## config.mk

```make
export PLATFORM = sky130hd
export DESIGN_NAME = keypad_scan_flat
export DESIGN_NICKNAME = d
export VERILOG_FILES = /design/src/rtl/keypad_scan_pkg.sv /design/src/rtl/keypad_scan_if.sv /design/src/rtl/keypad_scan_sync_2ff.sv /design/src/rtl/keypad_scan.sv /design/src/flat_wrapper.sv
export SDC_FILE = /design/constraint.sdc
export NUM_CORES = 1
export LEC_CHECK = 0
export CAP_MARGIN = 0
export CORE_UTILIZATION = 45
export DETAILED_ROUTE_END_ITERATION = 16
export GPL_TIMING_DRIVEN = 0
export PLACE_DENSITY = 0.72
export SLEW_MARGIN = 20
export SYNTH_ARGS = -nofsm -noshare
export SYNTH_HDL_FRONTEND = slang
export SYNTH_SLANG_ARGS = --single-unit
```

## constraint.sdc

```tcl
create_clock -name CLOCK_50 -period 12.35 [get_ports CLOCK_50]
set_input_delay 2.47 -clock CLOCK_50 [delete_from_list [all_inputs] [get_ports CLOCK_50]]
set_output_delay 2.47 -clock CLOCK_50 [all_outputs]
set_load 0.01 [all_outputs]
```

## src/rtl/keypad_scan_pkg.sv

```systemverilog
// Shared defaults, frame-result and commit-state encodings for the keypad scanner.
package keypad_scan_pkg;

  localparam int DEF_ROWS       = 4;
  localparam int DEF_COLS       = 4;
  localparam int DEF_SCAN_DIV   = 50000;
  localparam int DEF_DEB_FRAMES = 4;

  typedef enum logic [1:0] {
    RES_NONE   = 2'd0,
    RES_SINGLE = 2'd1,
    RES_MULTI  = 2'd2
  } frame_res_e;

  typedef enum logic [1:0] {
    ST_IDLE = 2'd0,
    ST_DOWN = 2'd1,
    ST_PEND = 2'd2
  } commit_st_e;

  // Pressed-key counts only need to distinguish 0, 1 and "2 or more".
  function automatic logic [1:0] sat2_add(input logic [1:0] a, input logic [1:0] b);
    logic [2:0] s;
    s = {1'b0, a} + {1'b0, b};
    return (s >= 3'd2) ? 2'd2 : s[1:0];
  endfunction

  function automatic frame_res_e classify(input logic [1:0] cnt);
    case (cnt)
      2'd0:    return RES_NONE;
      2'd1:    return RES_SINGLE;
      default: return RES_MULTI;
    endcase
  endfunction

endpackage

```

## src/rtl/keypad_scan_if.sv

```systemverilog
// Keypad scanner signal bundle: user/pin side drives en and col_n, scanner drives the rest.
interface keypad_scan_if #(
  parameter int ROWS = 4,
  parameter int COLS = 4
);
  localparam int CW = $clog2(ROWS * COLS);

  logic            en;
  logic [COLS-1:0] col_n;
  logic [ROWS-1:0] row_n;
  logic [CW-1:0]   key_code;
  logic            key_valid;
  logic            key_down;
  logic            key_release;

  modport master (
    output en, col_n,
    input  row_n, key_code, key_valid, key_down, key_release
  );

  modport slave (
    input  en, col_n,
    output row_n, key_code, key_valid, key_down, key_release
  );
endinterface

```

## src/rtl/keypad_scan_sync_2ff.sv

```systemverilog
// Two-flop synchronizer; resets to all ones so idle pulled-up lines read as released.
module sync_2ff #(
  parameter int W = 4
) (
  input  logic         i_clk,
  input  logic         i_rst,
  input  logic [W-1:0] i_d,
  output logic [W-1:0] o_q
);
  logic [W-1:0] r_meta;
  logic [W-1:0] r_sync;

  always_ff @(posedge i_clk or posedge i_rst) begin
    if (i_rst) begin
      r_meta <= '1;
      r_sync <= '1;
    end else begin
      r_meta <= i_d;
      r_sync <= r_meta;
    end
  end

  assign o_q = r_sync;
endmodule

```

## src/rtl/keypad_scan.sv

```systemverilog
// Matrix keypad reader: row scan, per-frame key classification, frame debounce, commit FSM.
module keypad_scan
  import keypad_scan_pkg::*;
#(
  parameter int ROWS       = DEF_ROWS,
  parameter int COLS       = DEF_COLS,
  parameter int SCAN_DIV   = DEF_SCAN_DIV,
  parameter int DEB_FRAMES = DEF_DEB_FRAMES
) (
  input logic          CLOCK_50,
  input logic          rst,
  keypad_scan_if.slave kp
);
  localparam int CW = $clog2(ROWS * COLS);
  localparam int DW = $clog2(SCAN_DIV);
  localparam int RW = $clog2(ROWS);
  localparam int SW = 4;

  logic [COLS-1:0] w_col_s;
  logic [COLS-1:0] w_pressed;
  logic [DW-1:0]   r_dwell;
  logic [RW-1:0]   r_row;
  logic            r_run;
  logic [1:0]      r_acc_cnt;
  logic [CW-1:0]   r_acc_code;
  frame_res_e      r_prev_res;
  logic [CW-1:0]   r_prev_code;
  logic [SW-1:0]   r_stable;

  logic            w_scan, w_last_dwell, w_sample, w_frame_end, w_same, w_commit;
  logic [1:0]      w_row_hits, w_cnt;
  logic [CW-1:0]   w_row_code, w_code, w_res_code;
  frame_res_e      w_res;
  logic [SW-1:0]   w_stable_nxt;

  commit_st_e      r_st, w_st_nxt;
  logic [CW-1:0]   r_key_code, w_code_nxt;
  logic [CW-1:0]   r_pend_code, w_pend_nxt;
  logic            r_key_valid, w_valid_nxt;
  logic            r_key_release, w_rel_nxt;

  sync_2ff #(.W(COLS)) u_col_sync (
    .i_clk (CLOCK_50),
    .i_rst (rst),
    .i_d   (kp.col_n),
    .o_q   (w_col_s)
  );

  assign w_pressed    = ~w_col_s;
  // r_run keeps rows released for the first cycle out of reset so row 0 gets a full dwell.
  assign w_scan       = kp.en & r_run;
  assign w_last_dwell = (r_dwell == DW'(SCAN_DIV - 1));
  assign w_sample     = w_scan & w_last_dwell;
  assign w_frame_end  = w_sample & (r_row == RW'(ROWS - 1));

  always_comb begin
    w_row_hits = 2'd0;
    w_row_code = '0;
    for (int c = COLS - 1; c >= 0; c--) begin
      if (w_pressed[c]) w_row_code = CW'(int'(r_row) * COLS + c);
    end
    for (int c = 0; c < COLS; c++) begin
      w_row_hits = sat2_add(w_row_hits, {1'b0, w_pressed[c]});
    end
    w_cnt      = sat2_add(r_acc_cnt, w_row_hits);
    w_code     = (r_acc_cnt == 2'd0) ? w_row_code : r_acc_code;
    w_res      = classify(w_cnt);
    // Code is zeroed for NONE/MULTI so result comparison ignores stale codes.
    w_res_code = (w_res == RES_SINGLE) ? w_code : '0;
    w_same     = (w_res == r_prev_res) && (w_res_code == r_prev_code);
    if (!w_same)                           w_stable_nxt = SW'(1);
    else if (r_stable == SW'(DEB_FRAMES))  w_stable_nxt = r_stable;
    else                                   w_stable_nxt = r_stable + SW'(1);
    w_commit = w_frame_end && (w_stable_nxt == SW'(DEB_FRAMES)) &&
               !(w_same && (r_stable == SW'(DEB_FRAMES)));
  end

  always_ff @(posedge CLOCK_50 or posedge rst) begin
    if (rst) begin
      r_run       <= 1'b0;
      r_dwell     <= '0;
      r_row       <= '0;
      r_acc_cnt   <= 2'd0;
      r_acc_code  <= '0;
      r_prev_res  <= RES_NONE;
      r_prev_code <= '0;
      r_stable    <= '0;
    end else begin
      r_run <= 1'b1;
      if (!kp.en) begin
        r_dwell     <= '0;
        r_row       <= '0;
        r_acc_cnt   <= 2'd0;
        r_acc_code  <= '0;
        r_prev_res  <= RES_NONE;
        r_prev_code <= '0;
        r_stable    <= '0;
      end else if (r_run) begin
        if (w_last_dwell) begin
          r_dwell <= '0;
          r_row   <= (r_row == RW'(ROWS - 1)) ? '0 : r_row + RW'(1);
        end else begin
          r_dwell <= r_dwell + DW'(1);
        end
        if (w_frame_end) begin
          r_acc_cnt   <= 2'd0;
          r_acc_code  <= '0;
          r_prev_res  <= w_res;
          r_prev_code <= w_res_code;
          r_stable    <= w_stable_nxt;
        end else if (w_sample) begin
          r_acc_cnt  <= w_cnt;
          r_acc_code <= w_code;
        end
      end
    end
  end

  // Key switch goes DOWN -> PEND (release pulse) -> DOWN (valid pulse) so the pulses never overlap.
  always_comb begin
    w_st_nxt    = r_st;
    w_code_nxt  = r_key_code;
    w_pend_nxt  = r_pend_code;
    w_valid_nxt = 1'b0;
    w_rel_nxt   = 1'b0;
    if (!kp.en) begin
      w_st_nxt = ST_IDLE;
    end else begin
      case (r_st)
        ST_IDLE: begin
          if (w_commit && (w_res == RES_SINGLE)) begin
            w_st_nxt    = ST_DOWN;
            w_code_nxt  = w_res_code;
            w_valid_nxt = 1'b1;
          end
        end
        ST_DOWN: begin
          if (w_commit && (w_res == RES_NONE)) begin
            w_st_nxt  = ST_IDLE;
            w_rel_nxt = 1'b1;
          end else if (w_commit && (w_res == RES_SINGLE) && (w_res_code != r_key_code)) begin
            w_st_nxt   = ST_PEND;
            w_rel_nxt  = 1'b1;
            w_pend_nxt = w_res_code;
          end
        end
        ST_PEND: begin
          w_st_nxt    = ST_DOWN;
          w_code_nxt  = r_pend_code;
          w_valid_nxt = 1'b1;
        end
        default: w_st_nxt = ST_IDLE;
      endcase
    end
  end

  always_ff @(posedge CLOCK_50 or posedge rst) begin
    if (rst) begin
      r_st          <= ST_IDLE;
      r_key_code    <= '0;
      r_pend_code   <= '0;
      r_key_valid   <= 1'b0;
      r_key_release <= 1'b0;
    end else begin
      r_st          <= w_st_nxt;
      r_key_code    <= w_code_nxt;
      r_pend_code   <= w_pend_nxt;
      r_key_valid   <= w_valid_nxt;
      r_key_release <= w_rel_nxt;
    end
  end

  assign kp.row_n       = w_scan ? ~(ROWS'(1) << r_row) : '1;
  assign kp.key_code    = r_key_code;
  assign kp.key_valid   = r_key_valid;
  assign kp.key_release = r_key_release;
  assign kp.key_down    = (r_st == ST_DOWN);

endmodule

```

## src/flat_wrapper.sv

```systemverilog
// flat-port wrapper written by rule: the top's interface ports become plain ports
module keypad_scan_flat import keypad_scan_pkg::*;
#(
  parameter int ROWS       = DEF_ROWS,
  parameter int COLS       = DEF_COLS,
  parameter int SCAN_DIV   = DEF_SCAN_DIV,
  parameter int DEB_FRAMES = DEF_DEB_FRAMES
)
  (CLOCK_50, rst, kp_en, kp_col_n, kp_row_n, kp_key_code, kp_key_valid, kp_key_down, kp_key_release);
  keypad_scan_if #(.ROWS(ROWS), .COLS(COLS)) kp_i ();
  input logic CLOCK_50;
  input logic rst;
  input wire logic [$bits(kp_i.en)-1:0] kp_en;
  input wire logic [$bits(kp_i.col_n)-1:0] kp_col_n;
  output wire logic [$bits(kp_i.row_n)-1:0] kp_row_n;
  output wire logic [$bits(kp_i.key_code)-1:0] kp_key_code;
  output wire logic [$bits(kp_i.key_valid)-1:0] kp_key_valid;
  output wire logic [$bits(kp_i.key_down)-1:0] kp_key_down;
  output wire logic [$bits(kp_i.key_release)-1:0] kp_key_release;
  assign kp_i.en = kp_en;
  assign kp_i.col_n = kp_col_n;
  assign kp_row_n = kp_i.row_n;
  assign kp_key_code = kp_i.key_code;
  assign kp_key_valid = kp_i.key_valid;
  assign kp_key_down = kp_i.key_down;
  assign kp_key_release = kp_i.key_release;
  keypad_scan #(.ROWS(ROWS), .COLS(COLS), .SCAN_DIV(SCAN_DIV), .DEB_FRAMES(DEB_FRAMES)) u_core (.CLOCK_50(CLOCK_50), .rst(rst), .kp(kp_i));
endmodule
```

==> results.md <==
- Final wirelength: 6.49 mm
- Critical path startpoint category: primary input
- Asr flop ratio synth: 100%
- Register area share after synthesis: 44.6%
- Setup violators final: 0
- Core area: 6490 um2
- Worst-skew pair later-pin latency: 310 ps
- CP Capture Type: output pin
- Fillers: 578
- CP Max Fanout: 10
- Fin util: 53.6%
- GP Congestion: 0.799
- Status: finished, final reports clean
- Most frequent cells in the layout: 47 x dfrtp_1, 32 x nand2_1, 26 x nor2_1
- Routed vias: 2,444
- Slew HR: 53.6%
- Number of antenna repair diodes: 0
- Pre-CTS setup slack: 5940 ps
- PD cells: 97.4 nW/um2
- Worst path required time: 9880 ps
- Core Rows: 29
- Final min period: 6410 ps
- Filler-free cell count of the finished design: 419
- Remaining global-route overflow: 0
- H-tree levels: 2
- Max-cap violations: 0
- Initial antenna violation count: 0
- Number of synthesized flops with an enable pin: 0
- Drt drc: 0
- Layout Skew: 7.69 ps
- Cts repair resizes: 0
- Netlist cell types: 61
- Placement Cell Area: 3360 um2
- First drt pass iteration count: 5
- RSZ-0062 raised after global routing: false
- Worst vdd ir: 0.0515 mV
- Final setup TNS: 0 ps
- Kind of critical path: primary input to output pin
- Die Y: 85.1 um
- Hold-fix buffers, CTS: 0
- Starting density of the core: 47.8%
- Final worst-path cycle share: 51.9%
- Final Net Count: 360
- Vias in the first global route: 2,287
- Final Cell Area: 3480 um2
- Fin. max-slew vios: 0
- Routed Antenna Nets: 0
- Most common cell after layout, fill and taps aside: dfrtp_1
- Worst hold margin: 360 ps
- Post-synthesis cell area: 3110 um2
- Clock tree buffer depth: 2
- IO Pins: 18
- Hold Path Class: register to register
- Slew @ Worst Pin: 695 ps
- Avg Vias per Cell: 5.83
- Cells after Synth: 318
- Post-CTS Setup Bufs: 0
- Synth area leader: dfrtp_1
- Chip Width: 85.1 um
- Synth warn: 0
- Layout cells sized above 1: 12.0%
- Max Fclk: 0.156 GHz
- Data arrival, critical path: 3940 ps
- Post-Place Cells: 411
- Syn_nets: 337
- Seq cells post-synth: 55
- Post-synth top area share: 37.9%
- CTS tree: yes
- Die footprint: 7240 um2
- CTS buffer count: 5
- Final setup margin: 5940 ps
- Total design power: 0.339 mW
- Final HPWL DP: 4.66 mm
- Largest cells by area after synthesis: dfrtp_1 38%, dfstp_2 6.8%, ha_1 4.0%
- Mean routed wirelength per cell: 15.5 um
- Ys flop type: dfrtp_1
- Area Overhead vs Synth: 12.1%
- GRT Overall Usage: 19.6%
- First-pass GRT wire length: 11.2 mm
- Initial DRC count: 231
- Clock sinks: 55
- Final Hold Fails: 0
- Mean Syn Cell Area: 9.77 um2
- Clock slew at reported path FFs: 90 ps
- P_leak: 1.46 nW
- PortBufs: 16
- Largest net degree at the start of global routing: 56
- Clock Root Buffer: clkbuf_8
## path summary, 6_finish.rpt
path / start / slack, ps / cells past startpoint / to
max in group asynchronous: rst / 9280 / 2 / u_core.r_acc_cnt[0]
min: u_core.u_col_sync.r_meta[0] / 360 / 0 / u_core.u_col_sync.o_q[0]
min in group asynchronous: rst / 2600 / 2 / u_core.kp.key_valid
min reg2reg: u_core.u_col_sync.r_meta[0] / 360 / 0 / u_core.u_col_sync.o_q[0]
max: kp_en / 5940 / 4 / kp_row_n[1]
max reg2reg: u_core.u_col_sync.o_q[1] / 7900 / 16 / u_core.r_pend_code[0]
## cell families after synthesis
group                    after synthesis  share of synthesized area (%)
XOR/XNOR                              11                           3.10
multiplexers                          13                           5.16
other                                  1                          0.121
flip-flops                            55                           44.6
buffers and inverters                 28                           3.55
adder cells (fa/ha/maj)               12                           5.32
AO/OA/AOI/OAI                         66                           14.7
AND/OR/NAND/NOR                      132                           23.4
## cell usage after synthesis (2+ instances only)
| cell | count |
|---|---|
| dfrtp_1 | 47 |
| nand2_1 | 32 |
| nor2_1 | 26 |
| o21ai_0 | 21 |
| nand3_1 | 18 |
| inv_1 | 17 |
| a21oi_1 | 14 |
| ha_1 | 10 |
| clkbuf_1 | 9 |
| nor3_1 | 9 |
| dfstp_2 | 8 |
| mux2_2 | 8 |
| xnor2_1 | 7 |
| nand4_1 | 6 |
| nor2b_1 | 6 |
| nand2b_1 | 5 |
| or3_1 | 5 |
| mux2_4 | 4 |
| nand3b_1 | 4 |
| o21a_1 | 4 |
| xor2_1 | 4 |
| and2_1 | 3 |
| nor3b_1 | 3 |
| o211ai_1 | 3 |
| a31oi_1 | 2 |
| a32o_1 | 2 |
| a41o_1 | 2 |
| and3_1 | 2 |
| fa_1 | 2 |
| nand4bb_1 | 2 |
| nor4_4 | 2 |
| o2111ai_1 | 2 |
## flip-flops by register name, indices dropped and copies added (netlist names), 2 cells and up
register	cells
u_core.r_dwell	16
u_core.kp.key_code	4
u_core.r_acc_code	4
u_core.r_pend_code	4
u_core.r_prev_code	4
u_core.r_stable	4
u_core.u_col_sync.o_q	4
u_core.u_col_sync.r_meta	4
u_core.r_acc_cnt	2
u_core.r_prev_res	2
u_core.r_row	2
u_core.r_st	2
## layout make-up
class	count	area [um2]	area share, %
Multi-Input combinational cell	235	1610	46.2
Sequential cell	55	1390	39.8
Timing Repair Buffer	16	160	4.60
Tap cell	77	96.3	2.77
Clock buffer	6	82.6	2.37
Inverter	17	66.3	1.90
Buffer	11	46.3	1.33
Clock inverter	2	35.0	1.01
## metal layers
layer | global-route usage, % | part of all wire, %
met1 | 27.5 | 45
met2 | 32.0 | 48
met3 | 3.21 | 5.5
met4 | 4.16 | 1.0
met5 | 0 | 0
## power breakdown
part	switching, mW	internal [mW]
clock	0.0596	0.0657
sequential	0.00252	0.184
combinational	0.0184	0.00928
total	0.0805	0.259
## worst max-delay path: stages
cell             delay (ps)
clkbuf_1                390
clkbuf_1                430
nand3_1                 150
clkdlybuf4s50_1         500
No activity file was read; power rests on OpenSTA's default activity.
